--- config.mk ---
export PLATFORM = sky130hd
export DESIGN_NAME = timer_set_controller
export DESIGN_NICKNAME = d
export VERILOG_FILES = /design/src/rtl/timer_ctrl_pkg.sv /design/src/rtl/timer_set_controller_key_debounce.sv /design/src/rtl/timer_set_controller.sv
export SDC_FILE = /design/constraint.sdc
export NUM_CORES = 1
export LEC_CHECK = 0
export CORE_MARGIN = 2
export CORE_UTILIZATION = 45
export DETAILED_ROUTE_END_ITERATION = 6
export SLEW_MARGIN = 20
export SYNTH_ARGS = -nofsm -noshare
export SYNTH_HDL_FRONTEND = slang
export SYNTH_SLANG_ARGS = --single-unit
export TNS_END_PERCENT = 1
--- constraint.sdc ---
create_clock -name clk -period 2.2 [get_ports clk]
set_input_delay 0.55 -clock clk [delete_from_list [all_inputs] [get_ports clk]]
set_output_delay 0.55 -clock clk [all_outputs]
set_load 0.02 [all_outputs]
--- src/rtl/timer_ctrl_pkg.sv ---
// Shared types and constants for the hh:mm:ss timer set controller.
// Imported by the debouncer and the controller top.
package timer_ctrl_pkg;

    typedef enum logic [1:0] {
        ST_OFF      = 2'd0,
        ST_RUN      = 2'd1,
        ST_SET_MIN  = 2'd2,
        ST_SET_HOUR = 2'd3
    } state_e;

    localparam logic [1:0] FIELD_NONE = 2'b00;
    localparam logic [1:0] FIELD_MIN  = 2'b01;
    localparam logic [1:0] FIELD_HOUR = 2'b10;

    localparam logic [5:0] MASK_NONE = 6'b000000;
    localparam logic [5:0] MASK_MIN  = 6'b001100;
    localparam logic [5:0] MASK_HOUR = 6'b110000;

    // A divider of 1 still needs a one-bit counter.
    function automatic int cnt_width(input int unsigned div);
        return (div > 1) ? $clog2(div) : 1;
    endfunction

endpackage

--- src/rtl/timer_set_controller_key_debounce.sv ---
// Button conditioner: two-flop synchroniser, stable-level debounce
// and a one-cycle pulse when the debounced level rises.
module key_debounce
    import timer_ctrl_pkg::*;
#(
    parameter int unsigned DEBOUNCE_CYC = 20
) (
    input  logic clk,
    input  logic rst_n,
    input  logic key_i,
    output logic press_o
);

    localparam int CW = cnt_width(DEBOUNCE_CYC);

    logic          sync1_q;
    logic          sync2_q;
    logic          level_q;
    logic          press_q;
    logic [CW-1:0] cnt_q;
    logic [CW-1:0] cnt_d;
    logic          differ;
    logic          settled;

    assign differ  = sync2_q != level_q;
    assign settled = differ && (32'(cnt_q) == DEBOUNCE_CYC - 1);

    // Any cycle that agrees with the accepted level restarts the count.
    always_comb begin
        cnt_d = '0;
        if (differ && !settled) begin
            cnt_d = cnt_q + CW'(1);
        end
    end

    always_ff @(posedge clk or negedge rst_n) begin
        if (!rst_n) begin
            sync1_q <= 1'b0;
            sync2_q <= 1'b0;
            level_q <= 1'b0;
            press_q <= 1'b0;
            cnt_q   <= '0;
        end else begin
            sync1_q <= key_i;
            sync2_q <= sync1_q;
            cnt_q   <= cnt_d;
            press_q <= settled && sync2_q;
            if (settled) begin
                level_q <= sync2_q;
            end
        end
    end

    assign press_o = press_q;

endmodule

--- src/rtl/timer_set_controller.sv ---
// Run/set mode sequencer for the hh:mm:ss timer: key handling, 1 Hz
// tick, edit commands, set-mode timeout and digit blink mask.
module timer_set_controller
    import timer_ctrl_pkg::*;
#(
    parameter int unsigned TICK_DIV     = 100000000,
    parameter int unsigned DEBOUNCE_CYC = 20,
    parameter int unsigned TIMEOUT_CYC  = 1000000000,
    parameter int unsigned BLINK_DIV    = 50000000
) (
    input  logic       clk,
    input  logic       reset,
    input  logic       power_state,
    input  logic       set_key,
    input  logic       increase_key,
    output logic       run_en,
    output logic       sec_tick,
    output logic       set_mode,
    output logic [1:0] set_field,
    output logic       inc_min,
    output logic       inc_hour,
    output logic       clr_sec,
    output logic [5:0] blink_mask
);

    localparam int TW = cnt_width(TICK_DIV);
    localparam int IW = cnt_width(TIMEOUT_CYC);
    localparam int BW = cnt_width(BLINK_DIV);

    logic set_press;
    logic inc_press;

    key_debounce #(
        .DEBOUNCE_CYC(DEBOUNCE_CYC)
    ) u_set_key (
        .clk    (clk),
        .rst_n  (reset),
        .key_i  (set_key),
        .press_o(set_press)
    );

    key_debounce #(
        .DEBOUNCE_CYC(DEBOUNCE_CYC)
    ) u_inc_key (
        .clk    (clk),
        .rst_n  (reset),
        .key_i  (increase_key),
        .press_o(inc_press)
    );

    state_e        state_q;
    state_e        state_d;
    logic [TW-1:0] tick_q;
    logic [TW-1:0] tick_d;
    logic [IW-1:0] idle_q;
    logic [IW-1:0] idle_d;
    logic [BW-1:0] blink_q;
    logic [BW-1:0] blink_d;
    logic          phase_q;
    logic          phase_d;

    logic          run_en_q;
    logic          sec_tick_q;
    logic          set_mode_q;
    logic [1:0]    set_field_q;
    logic [1:0]    set_field_d;
    logic          inc_min_q;
    logic          inc_min_d;
    logic          inc_hour_q;
    logic          inc_hour_d;
    logic          clr_sec_q;
    logic          clr_sec_d;
    logic [5:0]    mask_q;
    logic [5:0]    mask_d;

    logic          tick_end;
    logic          idle_end;
    logic          blink_end;
    logic          in_set_d;
    logic          enter_set;
    logic          edit;
    logic          run_stay;

    assign tick_end  = 32'(tick_q) == TICK_DIV - 1;
    assign idle_end  = 32'(idle_q) == TIMEOUT_CYC - 1;
    assign blink_end = 32'(blink_q) == BLINK_DIV - 1;

    // Set press beats a same-cycle increase press.
    always_comb begin
        state_d    = state_q;
        inc_min_d  = 1'b0;
        inc_hour_d = 1'b0;
        clr_sec_d  = 1'b0;
        if (!power_state) begin
            state_d = ST_OFF;
        end else begin
            unique case (state_q)
                ST_OFF: begin
                    state_d = ST_RUN;
                end
                ST_RUN: begin
                    if (set_press) begin
                        state_d   = ST_SET_MIN;
                        clr_sec_d = 1'b1;
                    end
                end
                ST_SET_MIN: begin
                    if (set_press) begin
                        state_d = ST_SET_HOUR;
                    end else if (inc_press) begin
                        inc_min_d = 1'b1;
                    end else if (idle_end) begin
                        state_d = ST_RUN;
                    end
                end
                ST_SET_HOUR: begin
                    if (set_press) begin
                        state_d = ST_RUN;
                    end else if (inc_press) begin
                        inc_hour_d = 1'b1;
                    end else if (idle_end) begin
                        state_d = ST_RUN;
                    end
                end
                default: begin
                    state_d = ST_OFF;
                end
            endcase
        end
    end

    assign in_set_d  = (state_d == ST_SET_MIN) || (state_d == ST_SET_HOUR);
    assign enter_set = in_set_d && (state_d != state_q);
    assign edit      = enter_set || inc_min_d || inc_hour_d;
    assign run_stay  = (state_q == ST_RUN) && (state_d == ST_RUN);

    always_comb begin
        tick_d = '0;
        if (run_stay && !tick_end) begin
            tick_d = tick_q + TW'(1);
        end

        idle_d = '0;
        if (in_set_d && !edit) begin
            idle_d = idle_q + IW'(1);
        end

        // Each edit restarts the visible half-period.
        blink_d = '0;
        phase_d = 1'b0;
        if (in_set_d && !edit) begin
            phase_d = phase_q;
            if (blink_end) begin
                phase_d = ~phase_q;
            end else begin
                blink_d = blink_q + BW'(1);
            end
        end

        mask_d = MASK_NONE;
        if (phase_d) begin
            mask_d = (state_d == ST_SET_HOUR) ? MASK_HOUR : MASK_MIN;
        end

        unique case (state_d)
            ST_SET_MIN:  set_field_d = FIELD_MIN;
            ST_SET_HOUR: set_field_d = FIELD_HOUR;
            default:     set_field_d = FIELD_NONE;
        endcase
    end

    always_ff @(posedge clk or negedge reset) begin
        if (!reset) begin
            state_q     <= ST_OFF;
            tick_q      <= '0;
            idle_q      <= '0;
            blink_q     <= '0;
            phase_q     <= 1'b0;
            run_en_q    <= 1'b0;
            sec_tick_q  <= 1'b0;
            set_mode_q  <= 1'b0;
            set_field_q <= FIELD_NONE;
            inc_min_q   <= 1'b0;
            inc_hour_q  <= 1'b0;
            clr_sec_q   <= 1'b0;
            mask_q      <= MASK_NONE;
        end else begin
            state_q     <= state_d;
            tick_q      <= tick_d;
            idle_q      <= idle_d;
            blink_q     <= blink_d;
            phase_q     <= phase_d;
            run_en_q    <= state_d == ST_RUN;
            sec_tick_q  <= run_stay && tick_end;
            set_mode_q  <= in_set_d;
            set_field_q <= set_field_d;
            inc_min_q   <= inc_min_d;
            inc_hour_q  <= inc_hour_d;
            clr_sec_q   <= clr_sec_d;
            mask_q      <= mask_d;
        end
    end

    assign run_en     = run_en_q;
    assign sec_tick   = sec_tick_q;
    assign set_mode   = set_mode_q;
    assign set_field  = set_field_q;
    assign inc_min    = inc_min_q;
    assign inc_hour   = inc_hour_q;
    assign clr_sec    = clr_sec_q;
    assign blink_mask = mask_q;

endmodule

==> results.yml, run 1 <==
global_route:
  grt_pass1_vias: 3695
  grt_max_degree: 67
  grt_pass1_wl_um: 17800
  antenna_found_initial: 0
  grt_overflow: 0
  grt_use_total_pct: 17.7
logic_synthesis:
  synth_async_sr_flop_share_pct: 100
  netlist_top_cells_area: "dfrtp_1 53%, xor2_1 7.7%, nor2_1 7.6%"
  ys_seq_elements: 114
  yosysMostFrequentCell: "dfrtp_1"
  synth_area_per_cell_um2: 10.0
  yosys-top-cells-count: "114 x dfrtp_1, 109 x nor2_1, 47 x xor2_1"
  synth_edf_count: 0
  synth_cells: 534
  yosysTopAreaCell: "dfrtp_1"
  synth_top_area_share_pct: 53.3
  synth_area_um2: 5350
  ys_warn_count: 0
  ys_types: 43
  seq_area_frac_synth_pct: 53.3
  synth-main-ff-cell: "dfrtp_1"
clock_tree:
  cts_buffers: 17
  cts_setup_buffers: 0
  cts_sinks: 114
  clock_latency_ns: 0.41
  cts_tree: "built"
  root_buffer: "clkbuf_16"
  clkTransAtPathRegs_ns: 0.05
  cts_htree_levels: 4
  postCtsHoldBufs: 0
  cts_buffer_depth: 2
routing:
  drtIter0Drc: 213
  wl_per_cell_um: 14.3
  ant_nets: 0
  drc: 2
  vias: 3785
  routed_via_density: 5.24
  drt_wl_total_um: 10300
  drt_first_pass_iters: 6
status:
  failed_checks: "design-rule violations"
  status: "finished with violations"
critical_path:
  cp_data_required_time_ns: 2.51
  r2r-start: "blink_q[8]$_DFF_PN0_"
  critPathMaxFanout: 3
  r2r_end: "blink_mask[4]$_DFF_PN0_"
  crit_type: "reg2reg"
  crit_path_end_kind: "flip-flop"
  crit_start: "blink_q[8]$_DFF_PN0_"
  reg2regPathDepth: 5
  r2r_slack_ns: 0.12
  crit_arrival_ns: 2.39
  start_kind: "flip-flop"
power:
  vdd_drop_max_mv: 0.570
  power.density_nw_per_um2: 800
  p_leak_nw: 2.58
finish:
  area_growth_pct: 19.5
  finalNetCount: 577
  fillers: 1009
  stdcell_count: 723
  antenna_cells: 0
  utilization_pct: 55.5
  drive_above_1_share_pct: 10.5
die:
  boundaryPins: 19
  die_area_um2: 12800
  fp.dieH_um: 113
  row_count: 39
  core_um2: 11500
  initial_utilization_pct: 46.5
  die_x_um: 113
timing:
  finalSetupViolations: 0
  finalHoldViolCount: 0
  skew_ns: 0.00703
  slew_viol_final: 0
  post-route-min-period_ns: 2.08
  max_freq_mhz: 481
  fin_tns_setup_ns: 0
  fin_crit_sh_pct: 94.4
  rsz0062_at_grt: "false"
run:
  maxCapViolations: 0
place:
  gp_congestion: 0.814
  hpwl_um: 6810
  place_inst: 691
  port_buffers: 16
hold_path:
  holdCritPathClass: "in2async"
worst max-delay path by stage:
| stage | endpoint | slack [ns] | cells past startpoint |
|---|---|---|---|
| finish | blink_mask[4]$_DFF_PN0_ | 0.12 | 5 |
| global route | phase_q$_DFF_PN0_ | 0.01 | 5 |
| CTS | blink_mask[4]$_DFF_PN0_ | 0.006 | 5 |
| detailed placement | blink_mask[4]$_DFF_PN0_ | 0.01 | 5 |
| global placement | blink_mask[4]$_DFF_PN0_ | 0.06 | 5 |
| floorplan | tick_q[20]$_DFF_PN0_ | 0.20 | 9 |
where the power goes:
part	internal, mW	total, mW	leakage, nW	switching [mW]
Sequential	2.12	2.13	1.57	0.0123
Combinational	0.0315	0.102	0.700	0.0700
Clock	1.92	2.89	0.303	0.964
Total	4.07	5.12	2.58	1.05
state kept, by name, summed over array words and instances (netlist names):
| name | count |
|---|---|
| state_q | 2 |
| inc_hour | 1 |
| u_set_key.sync2_q | 1 |
| blink_q | 26 |
| set_field | 2 |
| u_set_key.level_q | 1 |
| blink_mask | 2 |
| u_inc_key.level_q | 1 |
| u_inc_key.sync2_q | 1 |
| inc_min | 1 |
| tick_q | 27 |
| u_set_key.sync1_q | 1 |
| u_set_key.cnt_q | 5 |
| u_inc_key.press_o | 1 |
| clr_sec | 1 |
| phase_q | 1 |
| u_set_key.press_o | 1 |
| sec_tick | 1 |
| u_inc_key.sync1_q | 1 |
| set_mode | 1 |
| run_en | 1 |
| u_inc_key.cnt_q | 5 |
| idle_q | 30 |
what timing repair did:
action / 4_1_cts / 5_1_grt
gates resized for setup: 0 / 5
hold endpoints to repair: 0 / 0
setup endpoints to repair: 0 / 3
kinds of logic (layout without fill, tap and decap cells):
kind of cell,Yosys count,count (layout),synth area share (%)
simple gates,279,279,26.3
compound gates,17,17,2.03
flops,114,114,53.3
xor+xnor,82,82,13.4
fa+ha+maj,5,5,1.17
buf+inv,33,78,3.13
other cells,1,2,0.0701
mux,3,3,0.608
worst max-delay path: stages, from the launching register on:
cell     delay (ns)
dfrtp_1        0.40
or4b_2         0.68
nor3_2         0.17
and4_2         0.27
mux2i_2        0.25
nor4b_2        0.22
layout by cell type, fill, tap and decap left out, types with 4 or more instances in the layout:
cell type / n
nand4_1: 26
buf_12: 4
nor4b_1: 6
a21oi_1: 7
bufinv_16: 4
nand2_1: 31
nor4_1: 6
nor3b_1: 4
and4_1: 9
buf_4: 14
inv_1: 13
nand3_1: 37
xnor2_1: 35
and3_1: 11
nor3_1: 16
ha_1: 5
xor2_1: 47
nor2_1: 109
clkbuf_16: 17
clkinv_4: 4
clkdlybuf4s50_1: 15
dfrtp_1: 114
metrics by stage:
| step | area, um^2 | power, mW | hold WS, ns | worst slack, ns |
|---|---|---|---|---|
| floorplan | 5360 | 2.20 | 0.254 | 0.205 |
| global placement | 5750 | 2.27 | 0.334 | 0.0582 |
| detailed placement | 5750 | 2.27 | 0.351 | 0.00967 |
| CTS | 6380 | 5.19 | 0.00999 | 0.00600 |
| global route | 6390 | 5.30 | 0.0204 | 0.0140 |
| finish | 6390 | 5.12 | 0.0167 | 0.122 |
per-layer routing:
metal | global-route usage, % | part of all wire [%] | up-vias | wire, um
li1 | - | - | 1883 | -
met5 | 0 | 0 | - | 0
met3 | 4.71 | 2.9 | 19 | 296
met2 | 27.0 | 45 | 48 | 4690
met1 | 24.1 | 50 | 1835 | 5160
met4 | 7.40 | 1.7 | 0 | 178
area by class of cell:
cell class                 count  area [um^2]  share of cell area [%]
sequential                   114         2850                    44.6
multi-input combinational    388         2350                    36.8
clock buffer                  19          443                    6.93
timing repair buffer          33          335                    5.24
clock inverter                13          185                    2.90
tap                          143          179                    2.80
inverter                      13         48.8                   0.763
(Power assumes the default switching activity.)
==> run 2: changes to the inputs <==
--- a/config.mk
+++ b/config.mk
@@ -7,8 +7,8 @@
 export LEC_CHECK = 0
 export CORE_MARGIN = 2
 export CORE_UTILIZATION = 45
+export CTS_CLUSTER_DIAMETER = 100
 export DETAILED_ROUTE_END_ITERATION = 6
-export SLEW_MARGIN = 20
 export SYNTH_ARGS = -nofsm -noshare
 export SYNTH_HDL_FRONTEND = slang
 export SYNTH_SLANG_ARGS = --single-unit
==> results of run 2 <==
No change in the layout: final DEF, timing and power equal those of run 1.
==> run 3: changes to the inputs <==
--- a/config.mk
+++ b/config.mk
@@ -9,6 +9,7 @@
 export CORE_UTILIZATION = 45
 export CTS_CLUSTER_DIAMETER = 100
 export DETAILED_ROUTE_END_ITERATION = 6
+export SLEW_MARGIN = 10
 export SYNTH_ARGS = -nofsm -noshare
 export SYNTH_HDL_FRONTEND = slang
 export SYNTH_SLANG_ARGS = --single-unit
==> results of run 3 <==
No change in the layout: final DEF, timing and power equal those of run 1.
